### src/rtl/prco_mem_wb_pkg.sv
// Shared ISA opcodes, stage state encodings and status-bit positions for the
// prco memory/write-back stage.
package prco_mem_wb_pkg;

    typedef logic [4:0] op_t;

    localparam op_t PRCO_OP_NOP  = 5'h00;
    localparam op_t PRCO_OP_MOV  = 5'h01;
    localparam op_t PRCO_OP_MOVI = 5'h02;
    localparam op_t PRCO_OP_ADD  = 5'h03;
    localparam op_t PRCO_OP_ADDI = 5'h04;
    localparam op_t PRCO_OP_SUBI = 5'h05;
    localparam op_t PRCO_OP_AND  = 5'h06;
    localparam op_t PRCO_OP_OR   = 5'h07;
    localparam op_t PRCO_OP_XOR  = 5'h08;
    localparam op_t PRCO_OP_NOT  = 5'h09;
    localparam op_t PRCO_OP_CMP  = 5'h0A;
    localparam op_t PRCO_OP_JMP  = 5'h0B;
    localparam op_t PRCO_OP_LW   = 5'h0C;
    localparam op_t PRCO_OP_SW   = 5'h0D;

    localparam logic [1:0] ST_IDLE     = 2'd0;
    localparam logic [1:0] ST_MEM_WAIT = 2'd1;
    localparam logic [1:0] ST_WB       = 2'd2;

    localparam int STAT_W           = 2;
    localparam int STAT_FAULT_BIT   = 0;
    localparam int STAT_OVERRUN_BIT = 1;

    // JMP goes to the PC and NOP retires silently; everything else lands in the register file.
    function automatic logic op_writes_reg(input op_t op);
        return (op != PRCO_OP_NOP) && (op != PRCO_OP_JMP);
    endfunction

endpackage

### src/rtl/prco_mem_wb_if.sv
// Data-RAM request/acknowledge bus between the memory stage (master) and the RAM (slave).
interface prco_mem_wb_if #(
    parameter int DATA_W = 16
);
    logic              q_mem_req;
    logic              q_mem_we;
    logic [DATA_W-1:0] q_mem_addr;
    logic [DATA_W-1:0] q_mem_wdata;
    logic              i_mem_ack;
    logic [DATA_W-1:0] i_mem_rdata;

    modport master (
        output q_mem_req, q_mem_we, q_mem_addr, q_mem_wdata,
        input  i_mem_ack, i_mem_rdata
    );

    modport slave (
        input  q_mem_req, q_mem_we, q_mem_addr, q_mem_wdata,
        output i_mem_ack, i_mem_rdata
    );
endinterface

### src/rtl/prco_mem_wb_req_ctl.sv
// RAM request holder: keeps req/we/addr/wdata stable until ack or until the
// ack timeout expires, and reports which of the two ended the transaction.
module prco_mem_req_ctl #(
    parameter int DATA_W      = 16,
    parameter int ACK_TIMEOUT = 255
) (
    input  logic              clk,
    input  logic              rst_n,
    input  logic              start,
    input  logic              start_we,
    input  logic [DATA_W-1:0] start_addr,
    input  logic [DATA_W-1:0] start_wdata,
    prco_mem_wb_if.master     mem,
    output logic              ack_hit,
    output logic              timeout,
    output logic [DATA_W-1:0] rdata
);

    localparam int CNT_W = $clog2(ACK_TIMEOUT + 1);
    localparam logic [CNT_W-1:0] CNT_LAST = CNT_W'(ACK_TIMEOUT - 1);

    logic [CNT_W-1:0] wait_cnt;

    // An ack on the final allowed cycle wins over the timeout.
    assign ack_hit = mem.q_mem_req & mem.i_mem_ack;
    assign timeout = mem.q_mem_req & ~mem.i_mem_ack & (wait_cnt == CNT_LAST);
    assign rdata   = mem.i_mem_rdata;

    always_ff @(posedge clk) begin
        if (!rst_n) begin
            mem.q_mem_req   <= 1'b0;
            mem.q_mem_we    <= 1'b0;
            mem.q_mem_addr  <= '0;
            mem.q_mem_wdata <= '0;
            wait_cnt        <= '0;
        end else if (start) begin
            mem.q_mem_req   <= 1'b1;
            mem.q_mem_we    <= start_we;
            mem.q_mem_addr  <= start_addr;
            mem.q_mem_wdata <= start_wdata;
            wait_cnt        <= '0;
        end else if (ack_hit || timeout) begin
            mem.q_mem_req   <= 1'b0;
            wait_cnt        <= '0;
        end else if (mem.q_mem_req) begin
            wait_cnt        <= wait_cnt + 1'b1;
        end
    end

endmodule

### src/rtl/prco_mem_wb.sv
// Memory-access / write-back stage of the prco core: runs LW/SW on the RAM
// bus, writes the register file, loads the PC on taken jumps, and retires.
module prco_mem_wb
    import prco_mem_wb_pkg::*;
#(
    parameter int DATA_W      = 16,
    parameter int REG_AW      = 3,
    parameter int ACK_TIMEOUT = 255
) (
    input  logic              i_clk,
    input  logic              i_rst_n,
    input  logic              i_ce_ram,
    input  logic              i_ce_reg,
    input  logic              i_should_branch,
    input  op_t               i_op,
    input  logic [DATA_W-1:0] i_result,
    input  logic [DATA_W-1:0] i_store_data,
    input  logic [REG_AW-1:0] i_rd,
    prco_mem_wb_if.master     mem,
    output logic              q_reg_we,
    output logic [REG_AW-1:0] q_reg_waddr,
    output logic [DATA_W-1:0] q_reg_wdata,
    output logic              q_pc_we,
    output logic [DATA_W-1:0] q_pc_wdata,
    output logic              q_busy,
    output logic              q_done,
    output logic              q_overrun,
    output logic              q_fault
);

    logic [1:0]        state;
    op_t               op_q;
    logic [REG_AW-1:0] rd_q;
    logic [STAT_W-1:0] status;
    logic              start_mem;
    logic              ack_hit;
    logic              timeout;
    logic [DATA_W-1:0] mem_rdata;
    logic              overrun_evt;

    assign start_mem   = (state == ST_IDLE) && i_ce_ram;
    assign overrun_evt = ((state != ST_IDLE) && (i_ce_ram || i_ce_reg)) ||
                         ((state == ST_IDLE) && i_ce_ram && i_ce_reg);

    assign q_busy    = (state != ST_IDLE);
    assign q_fault   = status[STAT_FAULT_BIT];
    assign q_overrun = status[STAT_OVERRUN_BIT];

    prco_mem_req_ctl #(
        .DATA_W      (DATA_W),
        .ACK_TIMEOUT (ACK_TIMEOUT)
    ) u_req_ctl (
        .clk         (i_clk),
        .rst_n       (i_rst_n),
        .start       (start_mem),
        .start_we    (i_op == PRCO_OP_SW),
        .start_addr  (i_result),
        .start_wdata (i_store_data),
        .mem         (mem),
        .ack_hit     (ack_hit),
        .timeout     (timeout),
        .rdata       (mem_rdata)
    );

    // Register ops retire straight from IDLE; RAM ops retire from MEM_WAIT.
    // WB is the one-cycle retire slot in which the done/write pulses are visible.
    always_ff @(posedge i_clk) begin
        if (!i_rst_n) begin
            state       <= ST_IDLE;
            op_q        <= PRCO_OP_NOP;
            rd_q        <= '0;
            status      <= '0;
            q_reg_we    <= 1'b0;
            q_reg_waddr <= '0;
            q_reg_wdata <= '0;
            q_pc_we     <= 1'b0;
            q_pc_wdata  <= '0;
            q_done      <= 1'b0;
        end else begin
            q_reg_we <= 1'b0;
            q_pc_we  <= 1'b0;
            q_done   <= 1'b0;
            if (overrun_evt) begin
                status[STAT_OVERRUN_BIT] <= 1'b1;
            end
            case (state)
                ST_IDLE: begin
                    if (i_ce_ram) begin
                        op_q  <= i_op;
                        rd_q  <= i_rd;
                        state <= ST_MEM_WAIT;
                    end else if (i_ce_reg) begin
                        op_q   <= i_op;
                        rd_q   <= i_rd;
                        state  <= ST_WB;
                        q_done <= 1'b1;
                        if (i_op == PRCO_OP_JMP) begin
                            q_pc_we    <= i_should_branch;
                            q_pc_wdata <= i_result;
                        end else if (op_writes_reg(i_op)) begin
                            q_reg_we    <= 1'b1;
                            q_reg_waddr <= i_rd;
                            q_reg_wdata <= i_result;
                        end
                    end
                end
                ST_MEM_WAIT: begin
                    if (ack_hit) begin
                        state  <= ST_WB;
                        q_done <= 1'b1;
                        if (op_q == PRCO_OP_LW) begin
                            q_reg_we    <= 1'b1;
                            q_reg_waddr <= rd_q;
                            q_reg_wdata <= mem_rdata;
                        end
                    end else if (timeout) begin
                        state                  <= ST_WB;
                        q_done                 <= 1'b1;
                        status[STAT_FAULT_BIT] <= 1'b1;
                    end
                end
                ST_WB: begin
                    state <= ST_IDLE;
                end
                default: begin
                    state <= ST_IDLE;
                end
            endcase
        end
    end

endmodule

### src/flat_wrapper.sv
// flat-port wrapper written by rule: the top's interface ports become plain ports
module prco_mem_wb_flat import prco_mem_wb_pkg::*;
#(
    parameter int DATA_W      = 16,
    parameter int REG_AW      = 3,
    parameter int ACK_TIMEOUT = 255
)
  (i_clk, i_rst_n, i_ce_ram, i_ce_reg, i_should_branch, i_op, i_result, i_store_data, i_rd, q_reg_we, q_reg_waddr, q_reg_wdata, q_pc_we, q_pc_wdata, q_busy, q_done, q_overrun, q_fault, mem_q_mem_req, mem_q_mem_we, mem_q_mem_addr, mem_q_mem_wdata, mem_i_mem_ack, mem_i_mem_rdata);
  prco_mem_wb_if #(.DATA_W(DATA_W)) mem_i ();
  input  logic i_clk;
  input  logic i_rst_n;
  input  logic i_ce_ram;
  input  logic i_ce_reg;
  input  logic i_should_branch;
  input  op_t i_op;
  input  logic [DATA_W-1:0] i_result;
  input  logic [DATA_W-1:0] i_store_data;
  input  logic [REG_AW-1:0] i_rd;
  output logic q_reg_we;
  output logic [REG_AW-1:0] q_reg_waddr;
  output logic [DATA_W-1:0] q_reg_wdata;
  output logic q_pc_we;
  output logic [DATA_W-1:0] q_pc_wdata;
  output logic q_busy;
  output logic q_done;
  output logic q_overrun;
  output logic q_fault;
  output wire logic [$bits(mem_i.q_mem_req)-1:0] mem_q_mem_req;
  output wire logic [$bits(mem_i.q_mem_we)-1:0] mem_q_mem_we;
  output wire logic [$bits(mem_i.q_mem_addr)-1:0] mem_q_mem_addr;
  output wire logic [$bits(mem_i.q_mem_wdata)-1:0] mem_q_mem_wdata;
  input wire logic [$bits(mem_i.i_mem_ack)-1:0] mem_i_mem_ack;
  input wire logic [$bits(mem_i.i_mem_rdata)-1:0] mem_i_mem_rdata;
  assign mem_q_mem_req = mem_i.q_mem_req;
  assign mem_q_mem_we = mem_i.q_mem_we;
  assign mem_q_mem_addr = mem_i.q_mem_addr;
  assign mem_q_mem_wdata = mem_i.q_mem_wdata;
  assign mem_i.i_mem_ack = mem_i_mem_ack;
  assign mem_i.i_mem_rdata = mem_i_mem_rdata;
  prco_mem_wb #(.DATA_W(DATA_W), .REG_AW(REG_AW), .ACK_TIMEOUT(ACK_TIMEOUT)) u_core (.i_clk(i_clk), .i_rst_n(i_rst_n), .i_ce_ram(i_ce_ram), .i_ce_reg(i_ce_reg), .i_should_branch(i_should_branch), .i_op(i_op), .i_result(i_result), .i_store_data(i_store_data), .i_rd(i_rd), .mem(mem_i), .q_reg_we(q_reg_we), .q_reg_waddr(q_reg_waddr), .q_reg_wdata(q_reg_wdata), .q_pc_we(q_pc_we), .q_pc_wdata(q_pc_wdata), .q_busy(q_busy), .q_done(q_done), .q_overrun(q_overrun), .q_fault(q_fault));
endmodule
### config.mk
export PLATFORM = sky130hd
export DESIGN_NAME = prco_mem_wb_flat
export DESIGN_NICKNAME = d
export VERILOG_FILES = /design/src/rtl/prco_mem_wb_pkg.sv /design/src/rtl/prco_mem_wb_if.sv /design/src/rtl/prco_mem_wb_req_ctl.sv /design/src/rtl/prco_mem_wb.sv /design/src/flat_wrapper.sv
export SDC_FILE = /design/constraint.sdc
export NUM_CORES = 1
export LEC_CHECK = 0
export CORE_UTILIZATION = 42
export CTS_BUF_LIST = sky130_fd_sc_hd__clkbuf_8
export DETAILED_ROUTE_END_ITERATION = 6
export PLACE_DENSITY = 0.79
export SKIP_LAST_GASP = 1
export SYNTH_ARGS = -nofsm -noshare
export SYNTH_HDL_FRONTEND = slang
export SYNTH_SLANG_ARGS = --single-unit
### constraint.sdc
create_clock -name i_clk -period 1.5 [get_ports i_clk]
set_clock_uncertainty 0.05 [all_clocks]
set_input_delay 0.3 -clock i_clk [delete_from_list [all_inputs] [get_ports i_clk]]
set_output_delay 0.3 -clock i_clk [all_outputs]
set_load 0.02 [all_outputs]
# Word level (Yosys, flattened, before mapping)
# Cells that the tools add are included.
# totals
inputBits,62
ff_bits,92
out_inout_bits,75
elab_cells,98
# classes
bitwise_logic,10
reduce_logical,20
mux,37
addsub,1
eq_ne,14
# op_table
op,n
two-way mux 16 bit,6
one-hot mux 16 bit (2 select lines),1
two-way mux 3 bit,8
equality test 5 x 4 -> 1 bit (second input constant),3
two-way mux 1 bit,12
two-way mux 5 bit,2
!= test 2 bit (second input constant),5
adder 8 x 1 -> 8 bit (second input constant),1
equality test 8 bit (second input constant),1
two-way mux 2 bit,4
nonzero test 2 bit,4
NOT 1 bit,7
AND reduction 7 bit,1
!= test 3 bit (second input constant),2
one-hot mux 3 bit (2 select lines),1
!= test 5 x 4 -> 1 bit (second input constant),1
nonzero test 5 bit,1
OR reduction 5 bit,1
logical AND 1 bit,4
one-hot mux 1 bit (2 select lines),2
one-hot mux 2 bit (2 select lines),1
AND reduction 2 bit,2
AND reduction 4 bit,1
AND 1 bit,3
6 further kinds,8

# Depth between registers and ports, before layout
# Gate-level depths: netlist of run 1.
# logic_depth
depth_word,7
ltp_mapped,6
mapped_depth_nobuf,5

# Hierarchy
# Synthesis of run 1 repeated with hierarchy kept, for this count alone.
# hier_totals
hier_cells,395
area_unflattened_um2,4067.7
# modules_own_cells
mod,n_inst,cells_per_inst,seq_area_each_um2,area_each_um2
prco_mem_wb,1,221,1001.0,2210.9
prco_mem_req_ctl,1,174,840.8,1856.8

# Worst setup path before layout of run 1
# No wires, ideal clock.
# synth_timing
path_type,register -> register
startpoint,register u_core.u_req_ctl.mem.q_mem_req
endpoint,register u_core.q_reg_wdata[10]
path_buffers,2
period_less_slack_ns,1.493
slack_ns,0.007
t_required_ns,1.334
setup_time_ns,0.116
path_stages_with_launch,7
arrival_time_ns,1.326
cell_sequence,dfxtp_1 nor4bb_1 a31o_1 and2_1 buf_6 buf_6 o211a_1
# synth_between
elab_chain_len,3
# synth_rtl
item,line_no,rtl
"start, declared",prco_mem_wb_if.sv:13,"output q_mem_req, q_mem_we, q_mem_addr, q_mem_wdata,"
"start signal, assigned",prco_mem_wb_req_ctl.sv:31,mem.q_mem_req <= 1'b0;
"start signal, assigned",prco_mem_wb_req_ctl.sv:37,mem.q_mem_req <= 1'b1;
"start signal, assigned",prco_mem_wb_req_ctl.sv:43,mem.q_mem_req <= 1'b0;
AND 1 bit,prco_mem_wb_req_ctl.sv:25,assign ack_hit = mem.q_mem_req & mem.i_mem_ack;
!= test 2 bit (no source line),--,
AND reduction 7 bit (no source line),--,
"end signal, assigned",prco_mem_wb.sv:103,q_reg_wdata <= i_result;
"end signal, assigned",prco_mem_wb.sv:114,q_reg_wdata <= mem_rdata;
"end, declared",prco_mem_wb.sv:22,"output logic [DATA_W-1:0] q_reg_wdata,"
# Every way passes these cells.
# A chain may end at the register's enable or synchronous reset.

# Final worst setup path of run 1
# layout_timing
startpoint,register u_core.state[0]
endpoint,register u_core.q_reg_wdata[13]
# layout_between
elab_chain_len,3
elab_cells_between_ends,11
cone_classes,eq/ne: 7; mux: 1; reduce/logical: 3
# layout_rtl
item,line_no,rtl
"start, declared",prco_mem_wb.sv:31,logic [1:0] state;
"start signal, assigned",prco_mem_wb.sv:69,state <= ST_IDLE;
"start signal, assigned",prco_mem_wb.sv:91,state <= ST_MEM_WAIT;
"start signal, assigned",prco_mem_wb.sv:95,state <= ST_WB;
equality test 2 x 1 -> 1 bit or logical NOT 2 bit (tied branches),prco_mem_wb.sv:86,case (state)
"!= test 2 x 1 -> 1 bit (no source line), or another cell as far along",--,
AND reduction 7 bit (no source line),--,
# Parallel ways exist; a longest one is shown, timed or not.

==> run summary, run 1 <==
The count of unresolved DRC violations after routing came out at 0. The class of the tightest hold or removal check is primary input to register. Entering global routing, the biggest net connects 44 pins. The die covers approximately 0.0094 mm². The power after layout came out at between 0.005 and 0.006 W.

The number of H-tree branching levels is 3. The post-detailed-placement cell area came out at 0.00546 mm². between 100 and 150 I/O pins were placed. The ratio of cells with drive above 1 in the final layout is 0.147. The max-cap violation count came out at 0. The number of clock sinks came out at 92.

The initial utilization of the core area, before any placement, comes to 0.435. The final design instance area without fill is slightly below 0.006 mm². The post-route fraction of the period consumed by the critical path is 1.02. The required arrival time at the worst endpoint came out at 1.69 ns.

The final reports fail on negative setup slack. The die boundary height came out at between 90 and 100 µm. The highest clock rate is 654 MHz.

From synthesis to final layout, the design area changed by 54.5%. The initial antenna violation count was 0. Counting the buffers created by CTS gives 9.

Setup repair after global routing could not meet its margin everywhere. The antenna diode count came out at 0. The clock-pin slew of the registers on the worst-case setup and hold paths came out at roughly 0.090 ns. Across all register-to-register paths, the minimum setup slack is -0.03 ns. Using the TritonRoute via totals, the vias-per-cell ratio works out to 5.13. The number of global-route vias before repair came out at roughly 3,400. The most frequent cell after synthesis is sky130_fd_sc_hd__dfxtp_1. The fraction of synthesized cell area taken by the top area cell type came out at 0.485. Counting tap cells, the placed design contains a total of between 600 and 700 instances. For this run, the number of standard cells in the final layout without fillers is between 600 and 700. The half-perimeter wire length after detailed placement is 6960 µm. The combined area of all synthesized cells is 0.00379 mm². The count of buffers added on input and output ports is around 140. The wire length reported by the detailed router came out at roughly 10,000 µm. The number of endpoints failing setup at the final stage came out at 2. The total nets after synthesis is between 400 and 500. The storage element area came out at 0.00185 mm². The startpoint identified for the worst hold timing path is i_op[4]. The count of final max-slew check failures came out at 0.

Sorting the synthesized cells by area gives the leading types as sky130_fd_sc_hd__dfxtp_1 (49%), sky130_fd_sc_hd__mux2i_1 (11%), sky130_fd_sc_hd__nand2_1 (7.1%), sky130_fd_sc_hd__a21boi_0 (6.5%), sky130_fd_sc_hd__o211a_1 (5.0%). In this run the worst setup path begins at u_core.state[0]. The Yosys warning count came out at 0. The power density over cell area came out at 918 mW/mm². The worst setup path is captured at a register. The area occupied by multi-input gates is between 0.0015 and 0.002 mm². The global routing usage summed across all routing layers came out at 0.212.

The average routed wire per standard cell is roughly 16 µm. The flow ran to the end, but the final reports show violations. TritonCTS built the clock tree. The maximum count of clock buffers along a single path came out at 2. The count of flip-flops with a built-in enable after synthesis is 0. The worst setup path category is register to register. Across the VDD grid, the largest voltage drop is around 520 µV.

The most instantiated flip-flop cell in the synthesis netlist is sky130_fd_sc_hd__dfxtp_1. After global routing the overflow that remains totals 0. The worst setup path is launched from a register. The cell count after synthesis is 395. Of all nets on the critical path, the largest fanout is 5. Summed over all instances, the cell type with the most area after synthesis is sky130_fd_sc_hd__dfxtp_1. The antenna violation net count after detailed routing came out at 0. The worst relative slew slack came out at 0.739.

The distinct cell type count after synthesis is 36. The clock network latency to the later pin of the worst-skew pair is about 0.35 ns. The final period demand of the worst path is 1.53 ns. The first-pass iteration count of the detailed router is 4. The source of the worst register-to-register timing path is u_core.state[0]. The wire length of the first global-routing pass is about 16,000 µm.

The leakage dissipation is between 2 and 3 nW. For this run, the register share of the synthesized area comes to 0.485. The buffer type at the clock tree root is sky130_fd_sc_hd__clkbuf_8. After floorplanning, the core was divided into 34 placement rows. The core area is ~0.0087 mm². The worst-case setup slack after placement is -0.416 ns. The number of nets at the end of the flow is about 600. The average size of a mapped cell is roughly 9.6 µm².

For this block, the initial DRC count from the detailed router was 148. The share of synthesized registers carrying an async set or reset came out at 0. The die width came out at around 97 µm. The layout has 711 filler cells. The worst endpoint data arrival time came out at approximately 1.7 ns. By count the netlist is led by sky130_fd_sc_hd__dfxtp_1 (92), sky130_fd_sc_hd__nand2_1 (72), sky130_fd_sc_hd__mux2i_1 (43), sky130_fd_sc_hd__a21boi_0 (33), sky130_fd_sc_hd__nor2b_1 (26). The routed layout has approximately 3,400 vias.

The number of buffers inserted for hold repair after clock tree synthesis came out at 0. The placer congestion estimate is between 0.7 and 0.8. The number of hold violations in the final report is 0. The least setup slack across all paths after layout came out at -0.0282 ns. The worst-margin pin slew came out at between 0.3 and 0.4 ns. The flip-flop and latch count after synthesis is a little over 90.
## where the power goes
part	internal, W	total (W)	switching [W]
clock network	0.000745	0.00161	0.000867
registers	0.00257	0.00264	0.0000723
logic	0.000582	0.00113	0.000546
## metrics by stage
stage,hold slack (ns),util,TNS (ns)
4_1_cts,0.348,0.650,-0.129
3_5_place_dp,0.408,0.626,-24.73
3_3_place_gp,0.399,0.626,-22.72
5_1_grt,0.315,0.672,-1.37
2_1_floorplan,0.373,-,0
6_report,0.282,0.672,-0.0294
## final timing paths
| path | endpoint | cells past startpoint |
|---|---|---|
| worst min register to register | u_core.u_req_ctl.mem.q_mem_addr[15] | 2 |
| worst min-delay path | u_core.op_q[4] | 3 |
| worst max-delay path | u_core.q_reg_wdata[13] | 6 |
| worst max register to register | u_core.q_reg_wdata[13] | 6 |
## final cells by class
type,instances,share of cell area
multi-input combinational,272,0.328
inverter,4,0.00256
clock buffer,12,0.0282
tap,108,0.0231
clock inverter,4,0.00534
timing repair buffer,175,0.297
sequential,92,0.316
## layer usage
layer  track usage  up-vias  wire [µm]
li1              -     1668          -
met1         0.259     1634       4510
met5             0        -          0
met4        0.0631        0        132
met3        0.0564       11        636
met2         0.363      106       5130
## flip-flops by register name, summed over array words and instances (netlist names), 3 cells and up
register                          cells
u_core.q_reg_waddr                    3
u_core.u_req_ctl.wait_cnt             8
u_core.op_q                           5
u_core.rd_q                           3
u_core.q_reg_wdata                   16
u_core.q_pc_wdata                    16
u_core.u_req_ctl.mem.q_mem_addr      16
u_core.u_req_ctl.mem.q_mem_wdata     16
## cell usage in the layout, fill, tap and decap left out, types with 5 or more instances in the layout
| master | count |
|---|---|
| sky130_fd_sc_hd__dfxtp_1 | 86 |
| sky130_fd_sc_hd__dlygate4sd2_1 | 74 |
| sky130_fd_sc_hd__nand2_1 | 72 |
| sky130_fd_sc_hd__clkdlybuf4s50_1 | 57 |
| sky130_fd_sc_hd__mux2i_1 | 36 |
| sky130_fd_sc_hd__a21boi_0 | 32 |
| sky130_fd_sc_hd__nor2b_1 | 25 |
| sky130_fd_sc_hd__buf_4 | 21 |
| sky130_fd_sc_hd__nor2_1 | 19 |
| sky130_fd_sc_hd__o211a_1 | 19 |
| sky130_fd_sc_hd__nand3_1 | 18 |
| sky130_fd_sc_hd__clkbuf_8 | 12 |
| sky130_fd_sc_hd__buf_12 | 10 |
| sky130_fd_sc_hd__buf_6 | 5 |
## timing repair
action	CTS	global route
buffers inserted	2	5
pin swaps	2	5
resized for setup	88	29
gates cloned	1	3
endpoints found under the setup margin	117	56
## cell families after synthesis
kind of cell,Yosys count,synth area share
xor gates and xnor gates,7,0.0162
adders and majority gates,2,0.00660
buffers and inverters,31,0.0406
DFF,92,0.485
and+or+nand+nor,158,0.202
muxes,43,0.113
AOI/OAI and AO/OA,62,0.136
## worst max-delay path: stages, from the launching register on
cell and delay (ns):
sky130_fd_sc_hd__dfxtp_4 0.40, sky130_fd_sc_hd__nor2b_4 0.20, sky130_fd_sc_hd__buf_12 0.13, sky130_fd_sc_hd__clkbuf_16 0.15, sky130_fd_sc_hd__mux2i_1 0.21, sky130_fd_sc_hd__nand3_1 0.13
sky130_fd_sc_hd__o211a_1 0.16
Note: power is estimated with default switching activity, not from simulation.
==> run 2: changes to the inputs <==
--- a/config.mk
+++ b/config.mk
@@ -7,7 +7,9 @@
 export LEC_CHECK = 0
 export CORE_UTILIZATION = 42
 export CTS_BUF_LIST = sky130_fd_sc_hd__clkbuf_8
+export CTS_CLUSTER_SIZE = 25
 export DETAILED_ROUTE_END_ITERATION = 6
+export HOLD_SLACK_MARGIN = 0.08
 export PLACE_DENSITY = 0.79
 export SKIP_LAST_GASP = 1
 export SYNTH_ARGS = -nofsm -noshare
==> results of run 2 <==
Same layout as run 1: the final DEF is identical, and so are final timing and power.
==> edit (config.mk and constraints of run 2) <==
Make the reset (`i_rst_n` and `rst_n`) asynchronous in 2 clocked blocks.
--- a/src/rtl/prco_mem_wb_req_ctl.sv
+++ b/src/rtl/prco_mem_wb_req_ctl.sv
@@ -26,7 +26,7 @@
     assign timeout = mem.q_mem_req & ~mem.i_mem_ack & (wait_cnt == CNT_LAST);
     assign rdata   = mem.i_mem_rdata;
 
-    always_ff @(posedge clk) begin
+    always_ff @(posedge clk or negedge rst_n) begin
         if (!rst_n) begin
             mem.q_mem_req   <= 1'b0;
             mem.q_mem_we    <= 1'b0;
--- a/src/rtl/prco_mem_wb.sv
+++ b/src/rtl/prco_mem_wb.sv
@@ -64,7 +64,7 @@
 
     // Register ops retire straight from IDLE; RAM ops retire from MEM_WAIT.
     // WB is the one-cycle retire slot in which the done/write pulses are visible.
-    always_ff @(posedge i_clk) begin
+    always_ff @(posedge i_clk or negedge i_rst_n) begin
         if (!i_rst_n) begin
             state       <= ST_IDLE;
             op_q        <= PRCO_OP_NOP;
Check against the original RTL: differs if i_rst_n is asserted again (counterexample within 4 cycles, from zero or initial values and one cycle with i_rst_n low); with i_rst_n held inactive, the same outputs for 4 cycles.
==> edit against run 2 <==
The flow finishes with violations (DRC, setup timing). Sequential cell count unchanged. First-iteration DRC count down 6.1%. Via count decreased by 5.7%. Worst setup slack worse by 0.49 ns. Count of clock-buffer cells in the layout is 2 lower. Area after synthesis increased by 2.5%. Synthesized cell count down 15%. Final area rose by 3.9%. Wire length grew 5.5%.
Power is not compared: it rests on default switching activity, and its combinational part moved more than twofold at a synthesized area within 25%.
==> edit: results <==
group,metric,value,unit
run_status,failed_checks,"DRC, setup timing",
finish,nets,584,
worst_setup_path,cp_max_fo,20,
detailed_routing,avgRoutedWirePerCell,17.3,microns
run_status,outcome,"complete, but fails checks",
detailed_routing,met1_length,4.51,mm
worst_setup_path,crit_slowest_cell,"or4b_1",
grt,grt_pass1_wl,16.7,mm
finish,area_delta_synth_final,56.6,%
logic_synthesis,synth.avg_cell_area,11.5,sq um
logic_synthesis,synth_area_leaders,"dfrtp_1 59%, mux2_2 17%, nand2_1 10%",
finish,drive_gt1_frac,0.278,
logic_synthesis,synth_flop_cell,"dfrtp_1",
detailed_routing,dr_wl_met3,762,microns
grt,grt_usage,0.222,
logic_synthesis,synth_commonest_cells,"108 x nand2_1, 92 x dfrtp_1, 60 x mux2_2",
worst_setup_path,crit_family,"simple AND/OR/NAND/NOR gates",
detailed_routing,drt-pass1-iter-count,7,
logic_synthesis,ys_types,39,
detailed_routing,num_vias,3223,
detailed_routing,wl,11.0,mm
grt,grt_max_degree,93,
worst_setup_path,arrival,2.20,ns
placement,place_area,5620,sq um
placement,place.gp.congestion,0.803,
placement,hpwl,6.92,mm
worst_setup_path,critPathMaxStageDelay,0.47,ns
finish,fill_cells,687,
timing,setup_viol,89,
detailed_routing,drc_errors,8,
timing,hold_viol,0,
logic_synthesis,yosysSeqAreaShare,0.592,
timing,fin_ws,-0.513,ns
detailed_routing,dr.first_iter.drc_count,139,
grt,grt_pass1_vias,3364,
detailed_routing,wl_met2,5.42,mm
placement,preCtsSetupSlack,-0.816,ns
logic_synthesis,async_flop_share,1.00,
logic_synthesis,synth_nets,401,
timing,relSlewSlack,0.667,
[edit: tightest hold or removal path: stages]
cell	delay [ns]
clkdlybuf4s50_1	0.40
nand2_1	0.06
nand2_1	0.04
[edit: per-layer routing]
layer / vias to the layer above / track usage
met5: - / 0
met4: 0 / 0.0930
met3: 23 / 0.0551
met2: 125 / 0.373
met1: 1574 / 0.275
li1: 1501 / -
[edit: final cells by class]
class,count,share of cell area
clock buffers,10,0.0226
clock inverters,6,0.00945
inverters,4,0.00246
multi-input cells,229,0.267
flip-flops and latches,92,0.378
well taps,108,0.0222
repair buffers,184,0.298
[edit: cell families after synthesis]
family	count (synthesis)	share of synthesized area
muxes	62	0.179
and+or+nand+nor	143	0.161
buffers and inverters	16	0.0212
xor gates and xnor gates	1	0.00225
adders and majority gates	2	0.00643
DFF	92	0.592
AOI/OAI and AO/OA	21	0.0373
[edit: timing repair]
action | in CTS | in global routing
setup buffers | 3 | 8
pin swaps | 8 | 7
gates cloned | 1 | 4
hold buffers | 1 | 0
hold endpoints to repair | 92 | 0
endpoints found under the setup margin | 163 | 89
gates resized for setup | 102 | 17
[edit: power by group through the flow]
| stage | clock (mW) | sequential, mW | combinational, mW |
|---|---|---|---|
| after floorplan | 0 | 4.92 | 1.73 |
| after global placement | 0 | 3.94 | 5.11 |
| after detailed placement | 0 | 3.98 | 5.25 |
| after CTS | 1.70 | 3.90 | 4.99 |
| after global routing | 1.79 | 4.05 | 5.73 |
| final | 1.67 | 3.92 | 5.36 |
[edit: through the flow]
stage | setup TNS [ns] | power [mW]
5_1_grt | -35.01 | 11.6
3_3_place_gp | -49.13 | 9.05
2_1_floorplan | -14.53 | 6.65
3_5_place_dp | -51.93 | 9.23
4_1_cts | -17.70 | 10.6
6_report | -29.83 | 11.0
[edit: path summary, 6_finish.rpt]
path / start / to / slack, ns / depth (start not counted)
worst max-delay path: u_core.state[1] / u_core.q_reg_wdata[6] / -0.51 / 5
worst min-delay path: i_store_data[12] / u_core.u_req_ctl.mem.q_mem_wdata[12] / 0.41 / 3
worst max register to register: u_core.state[1] / u_core.q_reg_wdata[6] / -0.51 / 5
worst min register to register: u_core.u_req_ctl.mem.q_mem_wdata[3] / u_core.u_req_ctl.mem.q_mem_wdata[3] / 0.43 / 2
max in group asynchronous: i_rst_n / u_core.state[0] / 0.53 / 3
min in group asynchronous: i_rst_n / u_core.u_req_ctl.wait_cnt[7] / 0.44 / 3
